<file path="src/rtl/mem_stage.sv">
// Memory-access pipeline stage: performs byte/half/word loads and stores over a
// req/ack data port and registers the MEM/WB write-back bundle.
module mem_stage #(
  parameter int ACK_TIMEOUT = 16
) (
  input  logic        i_clk,
  input  logic        i_reset,
  input  logic        i_valid,
  input  logic [31:0] i_ALUOutput,
  input  logic [31:0] i_rd2,
  input  logic [2:0]  i_func3,
  input  logic        i_MemRead,
  input  logic        i_MemWrite,
  input  logic        i_MemToReg,
  input  logic        i_RegWrite,
  input  logic [4:0]  i_write_reg,
  output logic        o_dmem_req,
  output logic        o_dmem_we,
  output logic [31:0] o_dmem_addr,
  output logic [3:0]  o_dmem_be,
  output logic [31:0] o_dmem_wdata,
  input  logic        i_dmem_ack,
  input  logic [31:0] i_dmem_rdata,
  output logic        o_stall,
  output logic        o_wb_valid,
  output logic [31:0] o_wb_data,
  output logic [4:0]  o_wb_reg,
  output logic        o_wb_RegWrite,
  output logic        o_misaligned,
  output logic        o_bus_err
);

  typedef enum logic {IDLE, ACCESS} state_t;
  localparam int CW = (ACK_TIMEOUT < 2) ? 1 : $clog2(ACK_TIMEOUT + 1);

  state_t        state_q;
  logic [CW-1:0] cnt_q;
  logic          req_q, we_q;
  logic [31:0]   addr_q, wdata_q, alu_q;
  logic [3:0]    be_q;
  logic [2:0]    func3_q;
  logic [1:0]    lane_q;
  logic          memtoreg_q, regwrite_q;
  logic [4:0]    reg_q;
  logic          wb_valid_q, wb_rw_q, mis_q, berr_q;
  logic [31:0]   wb_data_q;
  logic [4:0]    wb_reg_q;

  logic mem_op_d, misaligned_d, start_d, timeout_d, regwrite_d;

  function automatic logic [3:0] be_of(input logic [2:0] f3, input logic [1:0] a);
    logic [3:0] r;
    case (f3[1:0])
      2'b00:   r = 4'b0001 << a;
      2'b01:   r = 4'b0011 << a;
      default: r = 4'hF;
    endcase
    return r;
  endfunction

  function automatic logic [31:0] wdata_of(input logic [2:0] f3, input logic [31:0] d);
    logic [31:0] r;
    case (f3[1:0])
      2'b00:   r = {4{d[7:0]}};
      2'b01:   r = {2{d[15:0]}};
      default: r = d;
    endcase
    return r;
  endfunction

  function automatic logic [31:0] load_of(input logic [2:0] f3, input logic [1:0] a,
                                          input logic [31:0] w);
    logic [7:0]  b;
    logic [15:0] h;
    logic [31:0] r;
    case (a)
      2'd0:    b = w[7:0];
      2'd1:    b = w[15:8];
      2'd2:    b = w[23:16];
      default: b = w[31:24];
    endcase
    h = a[1] ? w[31:16] : w[15:0];
    case (f3)
      3'd0:    r = {{24{b[7]}}, b};
      3'd4:    r = {24'd0, b};
      3'd1:    r = {{16{h[15]}}, h};
      3'd5:    r = {16'd0, h};
      default: r = w;
    endcase
    return r;
  endfunction

  function automatic logic is_misaligned(input logic [2:0] f3, input logic [1:0] a);
    logic r;
    case (f3[1:0])
      2'b00:   r = 1'b0;
      2'b01:   r = a[0];
      default: r = (a != 2'd0);
    endcase
    return r;
  endfunction

  always_comb begin
    mem_op_d     = i_MemRead | i_MemWrite;
    misaligned_d = is_misaligned(i_func3, i_ALUOutput[1:0]);
    start_d      = (state_q == IDLE) && i_valid && mem_op_d && !misaligned_d;
    timeout_d    = (state_q == ACCESS) && !i_dmem_ack && (ACK_TIMEOUT != 0) &&
                   (({{(32-CW){1'b0}}, cnt_q} + 32'd1) == 32'(ACK_TIMEOUT));
    regwrite_d   = i_RegWrite & ~i_MemWrite & (i_write_reg != 5'd0);
    // Stall drops in the ack/timeout cycle so upstream advances on the same edge.
    o_stall      = start_d || ((state_q == ACCESS) && !i_dmem_ack && !timeout_d);
  end

  always_ff @(posedge i_clk or posedge i_reset) begin
    if (i_reset) begin
      state_q <= IDLE;   cnt_q <= '0;
      req_q <= 1'b0;     we_q <= 1'b0;     addr_q <= '0;    be_q <= '0;
      wdata_q <= '0;     alu_q <= '0;      func3_q <= '0;   lane_q <= '0;
      memtoreg_q <= 1'b0; regwrite_q <= 1'b0; reg_q <= '0;
      wb_valid_q <= 1'b0; wb_data_q <= '0; wb_reg_q <= '0;
      wb_rw_q <= 1'b0;   mis_q <= 1'b0;    berr_q <= 1'b0;
    end else begin
      case (state_q)
        IDLE: begin
          wb_valid_q <= 1'b0;
          mis_q      <= 1'b0;
          berr_q     <= 1'b0;
          if (start_d) begin
            state_q    <= ACCESS;
            cnt_q      <= '0;
            req_q      <= 1'b1;
            we_q       <= i_MemWrite;
            addr_q     <= {i_ALUOutput[31:2], 2'b00};
            be_q       <= be_of(i_func3, i_ALUOutput[1:0]);
            wdata_q    <= wdata_of(i_func3, i_rd2);
            alu_q      <= i_ALUOutput;
            func3_q    <= i_func3;
            lane_q     <= i_ALUOutput[1:0];
            memtoreg_q <= i_MemToReg;
            regwrite_q <= regwrite_d;
            reg_q      <= i_write_reg;
          end else if (i_valid) begin
            wb_valid_q <= 1'b1;
            wb_data_q  <= i_ALUOutput;
            wb_reg_q   <= i_write_reg;
            wb_rw_q    <= regwrite_d & ~mem_op_d;
            mis_q      <= mem_op_d;
          end
        end
        ACCESS: begin
          if (i_dmem_ack || timeout_d) begin
            state_q    <= IDLE;
            req_q      <= 1'b0;
            wb_valid_q <= 1'b1;
            wb_reg_q   <= reg_q;
            wb_data_q  <= (i_dmem_ack && memtoreg_q) ?
                          load_of(func3_q, lane_q, i_dmem_rdata) : alu_q;
            wb_rw_q    <= i_dmem_ack & regwrite_q;
            berr_q     <= ~i_dmem_ack;
          end else begin
            cnt_q <= cnt_q + 1'b1;
          end
        end
        default: state_q <= IDLE;
      endcase
    end
  end

  assign o_dmem_req    = req_q;
  assign o_dmem_we     = we_q;
  assign o_dmem_addr   = addr_q;
  assign o_dmem_be     = be_q;
  assign o_dmem_wdata  = wdata_q;
  assign o_wb_valid    = wb_valid_q;
  assign o_wb_data     = wb_data_q;
  assign o_wb_reg      = wb_reg_q;
  assign o_wb_RegWrite = wb_rw_q;
  assign o_misaligned  = mis_q;
  assign o_bus_err     = berr_q;

endmodule

</file>
<file path="config.mk">
export PLATFORM = sky130hd
export DESIGN_NAME = mem_stage
export DESIGN_NICKNAME = d
export VERILOG_FILES = /design/src/rtl/mem_stage.sv
export SDC_FILE = /design/constraint.sdc
export NUM_CORES = 1
export LEC_CHECK = 0
export ABC_AREA = 1
export BUFFER_PORTS_ARGS = -buffer_cell sky130_fd_sc_hd__buf_4
export CORE_MARGIN = 5
export CORE_UTILIZATION = 38
export DETAILED_ROUTE_END_ITERATION = 16
export PLACE_DENSITY_LB_ADDON = 0.2
export SLEW_MARGIN = 20
export SYNTH_ARGS = -nofsm -noshare
export SYNTH_HDL_FRONTEND = slang
export SYNTH_SLANG_ARGS = --single-unit
</file>
<file path="constraint.sdc">
create_clock -name i_clk -period 9.18 [get_ports i_clk]
set_clock_uncertainty 0.2 [all_clocks]
set_input_delay 1.377 -clock i_clk [delete_from_list [all_inputs] [get_ports i_clk]]
set_output_delay 1.377 -clock i_clk [all_outputs]
set_load 0.02 [all_outputs]
</file>
# Yosys cells after proc, flatten, opt, wreduce, memory -nomap -nowiden
# Index checks and enable logic that the tools add are counted.
word_totals:
  out_inout_bits: 112
  elab_cells: 101
  reg_bits: 159
  input_bits: 112
classes:
  n_eq_ne: 12
  n_reduce_logical: 21
  bitwise_logic: 9
  muxes: 36
  n_addsub: 2
  n_shift: 2
op_table:
  columns: ["op", "n"]
  rows:
  - ["$mux W32", 4]
  - ["$pmux W32 S2", 2]
  - ["$pmux W32 S4", 1]
  - ["$mux W5", 5]
  - ["$pmux W8 S3", 1]
  - ["$pmux W5 S2", 2]
  - ["$mux W16", 1]
  - ["$mux W1", 13]
  - ["$pmux W1 S2", 6]
  - ["$ne A2 B2 Y1 const B", 4]
  - ["$pmux W4 S2", 1]
  - ["$logic_and A1 B1 Y1", 7]
  - ["$add A5 B1 Y6 const B", 1]
  - ["$eq A3 B3 Y1 const B", 2]
  - ["$eq A6 B5 Y1 const B", 1]
  - ["$reduce_and A2 Y1", 3]
  - ["$add A5 B1 Y5 const B", 1]
  - ["$reduce_bool A5 Y1", 1]
  - ["$and A1 B1 Y1", 4]
  - ["$eq A2 B1 Y1 const B", 2]
  - ["$logic_not A2 Y1", 2]
  - ["$not A1 Y1", 4]
  - ["$shl A1 B2 Y4 const A", 1]
  - ["$shl A2 B2 Y4 const A", 1]
  - ["9 further kinds", 12]

# Logic depth before layout (Yosys ltp)
# Gate-level depths: netlist of run 1.
depth:
  ltp_word: 7
  ltp_mapped: 13
  ltp_nobuf: 11

# Worst setup path after synthesis of run 1
# No wires, ideal clock.
synth_timing:
  kind: "input to output"
  from: "in i_func3[1]"
  to: "out o_stall"
  cell_stages: 8
  t_required_ns: 7.603
  n_path_buf: 3
  arrival_ns: 2.320
  setup_slack_ns: 5.283
  path_cell_list: "buf_2 a21oi_1 nor2_2 inv_2 nand2_1 buf_4 buf_2 nand2_1"
synth_via:
  elab_chain_cells: 5
  elab_cells_between_ends: 6
  classes_between: "eq/ne (1); mux (1); reduce/logical (4)"
synth_lines:
  columns: ["element", "line", "rtl"]
  rows:
  - ["start: declaration", "11", "input logic [2:0] i_func3,"]
  - ["$eq A2 B1 Y1 or $logic_not A2 Y1 (tied branches)", "95", "case (f3[1:0])"]
  - ["$pmux W1 S2 (*)", "95", null]
  - ["$logic_not A1 Y1 (*)", "106", "start_d = (state_q == IDLE) && i_valid && mem_op_d && !misaligned_d;"]
  - ["$logic_and A1 B1 Y1 (*)", "106", null]
  - ["$logic_or A1 B1 Y1 (*)", "111", "o_stall = start_d || ((state_q == ACCESS) && !i_dmem_ack && !timeout_d);"]
  - ["end: declaration", "24", "output logic o_stall,"]
# Mark *: on every way between the ends. The rest lies on a longest branch, timed or not.

# Final worst setup path of run 1
# Ends and elaborated chain as after synthesis.

==> results of run 1 <==
power breakdown:
group          total (mW)  internal, mW  switching, mW
clock network       0.680         0.411          0.268
registers           0.809         0.703          0.105
logic               0.827         0.321          0.506
total                2.32          1.44          0.880
path summary, 6_finish.rpt:
kind                                 endpoint  slack [ns]  depth (start not counted)
worst max-delay path                  o_stall        5.17                          7
worst min-delay path              o_wb_reg[0]        0.28                          2
worst max register to register  o_wb_data[19]        5.85                          6
worst min register to register    o_wb_reg[0]        0.28                          2
max in group asynchronous            alu_q[0]        6.63                          3
min in group asynchronous           alu_q[31]        0.80                          2
metal layers:
layer	share of wire	wire length, um	track usage
met5	0	0	0
met2	0.46	10300	0.336
met1	0.43	9480	0.270
met3	0.093	2070	0.0720
met4	0.016	365	0.0588
synth_stat cells (2+ instances only):
cell type / number / area (um^2)
sky130_fd_sc_hd__o21ai_1: 3 / 15.0
sky130_fd_sc_hd__o21ai_0: 74 / 370
sky130_fd_sc_hd__a41oi_1: 2 / 17.5
sky130_fd_sc_hd__clkbuf_1: 23 / 86.3
sky130_fd_sc_hd__inv_1: 63 / 236
sky130_fd_sc_hd__ha_1: 2 / 25.0
sky130_fd_sc_hd__a21oi_1: 100 / 500
sky130_fd_sc_hd__nor2_2: 2 / 12.5
sky130_fd_sc_hd__inv_2: 3 / 11.3
sky130_fd_sc_hd__buf_6: 4 / 45.0
sky130_fd_sc_hd__nand2_4: 2 / 22.5
sky130_fd_sc_hd__nand3b_1: 4 / 30.0
sky130_fd_sc_hd__buf_4: 36 / 270
sky130_fd_sc_hd__nand4_1: 4 / 25.0
sky130_fd_sc_hd__nor2_1: 40 / 150
sky130_fd_sc_hd__nor3_1: 4 / 20.0
sky130_fd_sc_hd__a31oi_1: 3 / 18.8
sky130_fd_sc_hd__dfrtp_1: 127 / 3180
sky130_fd_sc_hd__nand2_1: 395 / 1480
sky130_fd_sc_hd__nand3_1: 47 / 235
sky130_fd_sc_hd__buf_2: 23 / 115
sky130_fd_sc_hd__buf_1: 2 / 7.51
metrics by stage:
step	instances	hold slack, ns	util
floorplan	972	0.249	-
global placement	1340	0.262	0.469
detailed placement	1340	0.267	0.469
CTS	1372	0.283	0.502
global route	1373	0.310	0.504
finish	1373	0.276	0.504
worst reg2reg max path, stage by stage (launching register included):
cell and delay, ns:
sky130_fd_sc_hd__dfrtp_1 0.75, sky130_fd_sc_hd__nor3_2 0.15, sky130_fd_sc_hd__nand2_2 0.25, sky130_fd_sc_hd__buf_4 0.59
sky130_fd_sc_hd__nand3_2 0.90, sky130_fd_sc_hd__nand2_1 0.29, sky130_fd_sc_hd__nand2_1 0.08
final cells by class:
class / count / share of cell area
multi-input cells: 690 / 0.332
well taps: 229 / 0.0316
flip-flops and latches: 127 / 0.351
repair buffers: 228 / 0.191
inverters: 67 / 0.0283
clock buffers: 18 / 0.0485
clock inverters: 14 / 0.0173
cells by family (layout without fill, tap and decap cells):
logic type                 after synthesis  after routing  synth area share
and+or+nand+nor                        501            501             0.290
AOI/OAI and AO/OA                      185            185             0.136
buffers and inverters                  155            327             0.112
DFF                                    127            127             0.458
adders and majority gates                2              2           0.00361
other                                    1              2          0.000541
==> impl_summary.txt, run 1 <==
----------------------------------------------------
[CTS]
  CTS clk-pin slew, worst paths ... 0.06 ns
  Post-cts resize count ... 0
  Post-CTS repair timing setup buffer count ... 0
  CTS root buffer ... sky130_fd_sc_hd__clkbuf_16
  Clock sink count ... 127
  Skew-Pair Late Insertion Delay ... approximately 0.42 ns
  CTS Buf Count ... 17
  Number of H-tree levels ... 4
  Number of hold buffers added after cts ... 0
  Max Root-Sink Buffers ... 2
  Clock tree from TritonCTS ... done

[Timing]
  Number of max-slew violations in the final report ... 0
  Final hold violation count ... 0
  Part of the cycle the worst path needs ... 0.437
  FMAX ... 249 MHz
  Worst slew margin relative to its limit ... 0.368
  Minimum clock period after layout ... about 4 ns
  Transition time at the pin with the least slew margin ... 0.948 ns
  RSZ-0062 raised after global routing ... no
  Total negative slack for setup checks ... 0 ns
  Worst setup margin ... 5.17 ns
  Setup-violating endpoint count in the final report ... 0

[Synthesis]
  Proportion of synthesized chip area in sequential cells ... 0.458
  Distinct cell type count of the synthesized netlist ... 30
  Count of warnings emitted by yosys ... 0
  Average cell area after synthesis ... 7.15 um^2
  Total standard cell area after synthesis ... 6940 um^2
  Synth Register Bits ... 127
  Post-synth ARST share ... 1.00
  Top_reg_cell synth ... sky130_fd_sc_hd__dfrtp_1
  EDFF count, synth ... 0
  Post-synthesis instance total ... 971

[Critical path]
  Crit start category ... input pin
  Category of the worst setup path capture point ... output pin
  Endpoint arrival time on the critical path ... between 2 and 2.5 ns
  Launch point of the critical path ... i_func3[1]
  Buffers and inverters on the worst path ... 3
  Endpoint required time on the critical path ... 7.60 ns
  FF-to-FF Start ... state_q
  Slowest stage cell on the critical path ... sky130_fd_sc_hd__buf_4
  Delay of the slowest cell on the worst path ... 0.26 ns
  Most numerous cell on the critical path ... sky130_fd_sc_hd__buf_4
  Crit-path leading delay family ... buffers and inverters
  Crit path max fanout ... 27
  Category of the critical setup timing path ... input pin to output pin
  Critical-path cell list ... buf_4 > a21oi_1 > nor2_2 > inv_2 > nand2_2 > nand2_1 > buf_4

[Flow run]
  Maximum Capacitance Violations ... 0

[Placed design]
  Count of port buffers added during placement ... 221
  Dpl cell area ... 8430 um^2
  Final estimated routing congestion in global placement ... 0.884
  Detailed placement HPWL ... 15,700 um
  Post-Place Setup Slack ... 4.72 ns

[Outcome]
  Status ... complete, no violations

[Global routing]
  Total Routing Usage GR ... 0.209
  Total grt overflow ... 0
  Vias in the first global route ... 6,721
  Wire length of the first global-routing pass ... 36,100 um
  Number of antenna violations at the first check in global routing ... 0
  Largest net degree at the start of global routing ... 73

[Floorplanning]
  Die span in x ... 145 um
  Standard-cell row count ... 49
  Starting density of the core ... 0.386
  Core area ... 18,000 um^2
  Total Die Area ... 21,100 um^2
  Number of top-level pins ... approximately 220
  DIE HEIGHT ... 145 um

[Finish]
  Area added between synthesis and finish ... 30.5%
  Area occupied by multi-input gates ... 3010 um^2
  Leading cell types in the layout, fill and taps excluded ... 393 x sky130_fd_sc_hd__nand2_1, 227 x sky130_fd_sc_hd__buf_4, 127 x sky130_fd_sc_hd__dfrtp_1
  Total area of sequential cells ... 3180 um^2
  Nets@finish ... 1,245
  Fraction of final layout cells sized beyond drive strength 1 ... 0.240
  Count of filler cells inserted in the layout ... 1,804
  Total inserted antenna cells ... 0
  Final instance area ... 9050 um^2
  Leading cell type in the layout, fill and taps excluded ... sky130_fd_sc_hd__nand2_1

[Power]
  Total Power Consumption ... 2.32 mW
  Power per Cell Area ... 256 nW/um^2
  LEAKAGE ... ~4.8 nW
  Worst voltage drop across the vdd grid ... around 0.00013 V

[Routing]
  Routed Wire Length ... 22,300 um
  Antenna viol nets, final ... 0
  Number of DRC violations after detailed-routing iteration 0 ... 445
  Routed length per instance ... 16.2 um
  Remaining routing DRC violations ... 0
  Pre-antenna DRT Iters ... 6
  Via Count ... around 6.8k
  Vias per inst ... slightly below 5

[Hold path]
  Type of the worst min-delay path ... flop to flop
  Hold_sp ... o_wb_reg[0]

----------------------------------------------------
Note: power is estimated with default switching activity, not from simulation.
==> run 2: changes to the inputs <==
==> constraint.sdc (replaced) <==
create_clock -name i_clk -period 3.46 [get_ports i_clk]
set_clock_uncertainty 0.2 [all_clocks]
set_input_delay 0.519 -clock i_clk [delete_from_list [all_inputs] [get_ports i_clk]]
set_output_delay 0.519 -clock i_clk [all_outputs]
set_load 0.02 [all_outputs]
==> run 2 against run 1 <==
Total power increased to 2.7 times the previous value. Routed wire length up 1.8%. Global-route usage is 0.15 points higher. Worst setup slack worse by 4.4 ns. Die area unchanged. Register-to-register slack got worse by 5.1 ns. Combinational power increased to 2.6 times the previous value. Sequential power rose to 2.7 times the previous value. Sequential share of layout area shrank 0.44 points. Highest routed layer unchanged.
==> impl_summary.txt, run 2 (synthesized netlist as in run 1, its figures left out) <==
----------------------------------------------------
[CTS]
  CTS Buf Count ... 17 (unchanged)
  Number of hold buffers added after cts ... 0 (unchanged)
  Post-CTS repair timing setup buffer count ... 0 (unchanged)
  Number of H-tree levels ... 4 (unchanged)
  CTS root buffer ... sky130_fd_sc_hd__clkbuf_16
  Max Root-Sink Buffers ... 2 (unchanged)
  CTS clk-pin slew, worst paths ... 0.06 ns (about the same)
  Clock sink count ... 127 (unchanged)
  Post-cts resize count ... 0 (unchanged)
  Skew-Pair Late Insertion Delay ... 0.42 ns (about the same)
  Clock tree from TritonCTS ... done

[Global routing]
  Vias in the first global route ... 6,838 (+1.7%)
  Largest net degree at the start of global routing ... 70 (-4.1%)
  Number of antenna violations at the first check in global routing ... 0 (unchanged)
  Wire length of the first global-routing pass ... 36,200 um (+0.38%)
  Total Routing Usage GR ... 0.211 (+0.00150)
  Total grt overflow ... 0 (unchanged)

[Critical path]
  Slowest stage cell on the critical path ... sky130_fd_sc_hd__dfrtp_1
  Delay of the slowest cell on the worst path ... 0.70 ns (+0.44 ns)
  Critical-path cell list ... inv_2 > nor2_1 > nand2_4 > nand2_1 > buf_4
  Crit path max fanout ... 16 (-41%)
  Crit-path leading delay family ... flip-flops
  Buffers and inverters on the worst path ... 2 (-1)
  Endpoint arrival time on the critical path ... 2.00 ns (-0.43 ns)
  Endpoint required time on the critical path ... 2.74 ns (-4.86 ns)
  Crit start category ... flop
  Category of the critical setup timing path ... flop to output pin
  Category of the worst setup path capture point ... output pin

[Floorplanning]
  Starting density of the core ... 0.386 (unchanged)
  DIE HEIGHT ... 145 um (unchanged)
  Core area ... 18,000 um^2 (unchanged)
  Total Die Area ... 21,100 um^2 (unchanged)
  Die span in x ... 145 um (unchanged)
  Number of top-level pins ... 224 (unchanged)
  Standard-cell row count ... 49 (unchanged)

[Power]
  Power per Cell Area ... 690 nW/um^2 (+170%)
  Total Power Consumption ... 6.33 mW (+170%)
  Worst voltage drop across the vdd grid ... 0.000365 V (+190%)
  LEAKAGE ... 4.86 nW (+1.2%)

[Routing]
  Total met3 wirelength after detailed routing ... 2170 um (+4.5%)
  Routed Wire Length ... 22,600 um (+1.8%)
  Highest metal layer with signal wires ... met4
  Detailed-routing wirelength on met1 ... 9670 um (+2.0%)
  Via Count ... 6,893 (+1.6%)
  Pre-antenna DRT Iters ... 5 (-1)
  Routed length per instance ... 16.4 um (+1.4%)
  Number of DRC violations after detailed-routing iteration 0 ... 428 (-3.8%)
  Detail Route met2 WL ... 10,500 um (+2.0%)
  Antenna viol nets, final ... 0 (unchanged)
  Vias per inst ... 5.00 (+1.2%)
  Remaining routing DRC violations ... 0 (unchanged)

[Finish]
  Leading cell type in the layout, fill and taps excluded ... sky130_fd_sc_hd__nand2_1
  Nets@finish ... 1,249 (+0.32%)
  Area added between synthesis and finish ... 32.2%
  Fraction of final layout cells sized beyond drive strength 1 ... 0.242 (+0.00265)
  Leading cell types in the layout, fill and taps excluded ... 393 x sky130_fd_sc_hd__nand2_1, 228 x sky130_fd_sc_hd__buf_4, 127 x sky130_fd_sc_hd__dfrtp_1

[Timing]
  Total negative slack for setup checks ... 0 ns (unchanged)
  FMAX ... between 300 and 400 MHz
  Setup-violating endpoint count in the final report ... 0 (unchanged)
  Transition time at the pin with the least slew margin ... 0.802 ns (-0.147 ns)
  Worst slew margin relative to its limit ... 0.464 (+0.0966)
  Smallest hold slack ... 0.0442 ns (-0.232 ns)
  Minimum clock period after layout ... 2.72 ns
  RSZ-0062 raised after global routing ... no
  Part of the cycle the worst path needs ... 0.787
  Number of max-slew violations in the final report ... 0 (unchanged)
  Final hold violation count ... 0 (unchanged)

[Placed design]
  Count of port buffers added during placement ... 221 (unchanged)
  Detailed placement HPWL ... 16,200 um (+3.5%)
  Final estimated routing congestion in global placement ... 0.903 (+2.1%)

[Flow run]
  Maximum Capacitance Violations ... 0 (unchanged)

[Outcome]
  Status ... complete, no violations

[Hold path]
  Type of the worst min-delay path ... input pin to async pin

----------------------------------------------------
run 2: cell types whose count changed in the layout (fill, tap and decap cells not counted):
cell and change:
sky130_fd_sc_hd__clkbuf_8 +2, sky130_fd_sc_hd__buf_4 +1, sky130_fd_sc_hd__inv_8 -1, sky130_fd_sc_hd__clkinv_4 +3, sky130_fd_sc_hd__buf_16 -1, sky130_fd_sc_hd__inv_6 -4, sky130_fd_sc_hd__bufinv_16 +2, sky130_fd_sc_hd__clkinvlp_4 -2
sky130_fd_sc_hd__buf_12 +4, sky130_fd_sc_hd__diode_2 +1
run 2: stage by stage:
| stage | instances | util | instance area [um^2] | setup slack, ns |
|---|---|---|---|---|
| 2_1_floorplan | 972 | - | 6950 | 1.17 |
| 3_3_place_gp | 1345 | 0.474 | 8520 | 0.853 |
| 3_5_place_dp | 1345 | 0.474 | 8520 | 0.794 |
| 4_1_cts | 1377 | 0.510 | 9170 | 0.717 |
| 5_1_grt | 1377 | 0.510 | 9170 | 0.550 |
| 6_report | 1378 | 0.510 | 9170 | 0.736 |
run 2: worst paths after layout:
| check | cells after the start | startpoint | slack, ns | end |
|---|---|---|---|---|
| worst min-delay path | 2 | i_reset | 0.04 | func3_q[2] |
| worst max register to register | 10 | alu_q[1] | 0.78 | o_wb_data[16] |
| max in group asynchronous | 3 | i_reset | 2.27 | alu_q[12] |
| min in group i_clk | 3 | i_func3[2] | 0.09 | func3_q[2] |
| worst max-delay path | 5 | state_q | 0.74 | o_stall |
| worst min register to register | 2 | o_dmem_be[0] | 0.28 | o_dmem_be[0] |
run 2: final cells by class:
class	count	area, um^2
well taps	229	287
clock buffers	20	467
repair buffers	232	1790
inverters	67	255
diodes	1	2.50
clock inverters	12	183
fillers	1790	8790
flip-flops and latches	127	3180
multi-input cells	690	3010
run 2: per-layer routing:
layer,global-route usage,vias to the layer above
li1,-,3377
met1,0.275,3256
met2,0.335,241
met3,0.0727,19
met4,0.0583,0
met5,0,-
run 2: worst register-to-register path: cells and delay by family, from the launching register on:
kind          cells  cell delay (ns)
buf+inv           2             0.64
flops             1             0.66
simple gates      8             1.08
run 2: where the power goes:
group / total [mW] / internal, mW / switching, mW
logic: 2.19 / 0.857 / 1.34
registers: 2.16 / 1.87 / 0.296
clock network: 1.97 / 1.27 / 0.703
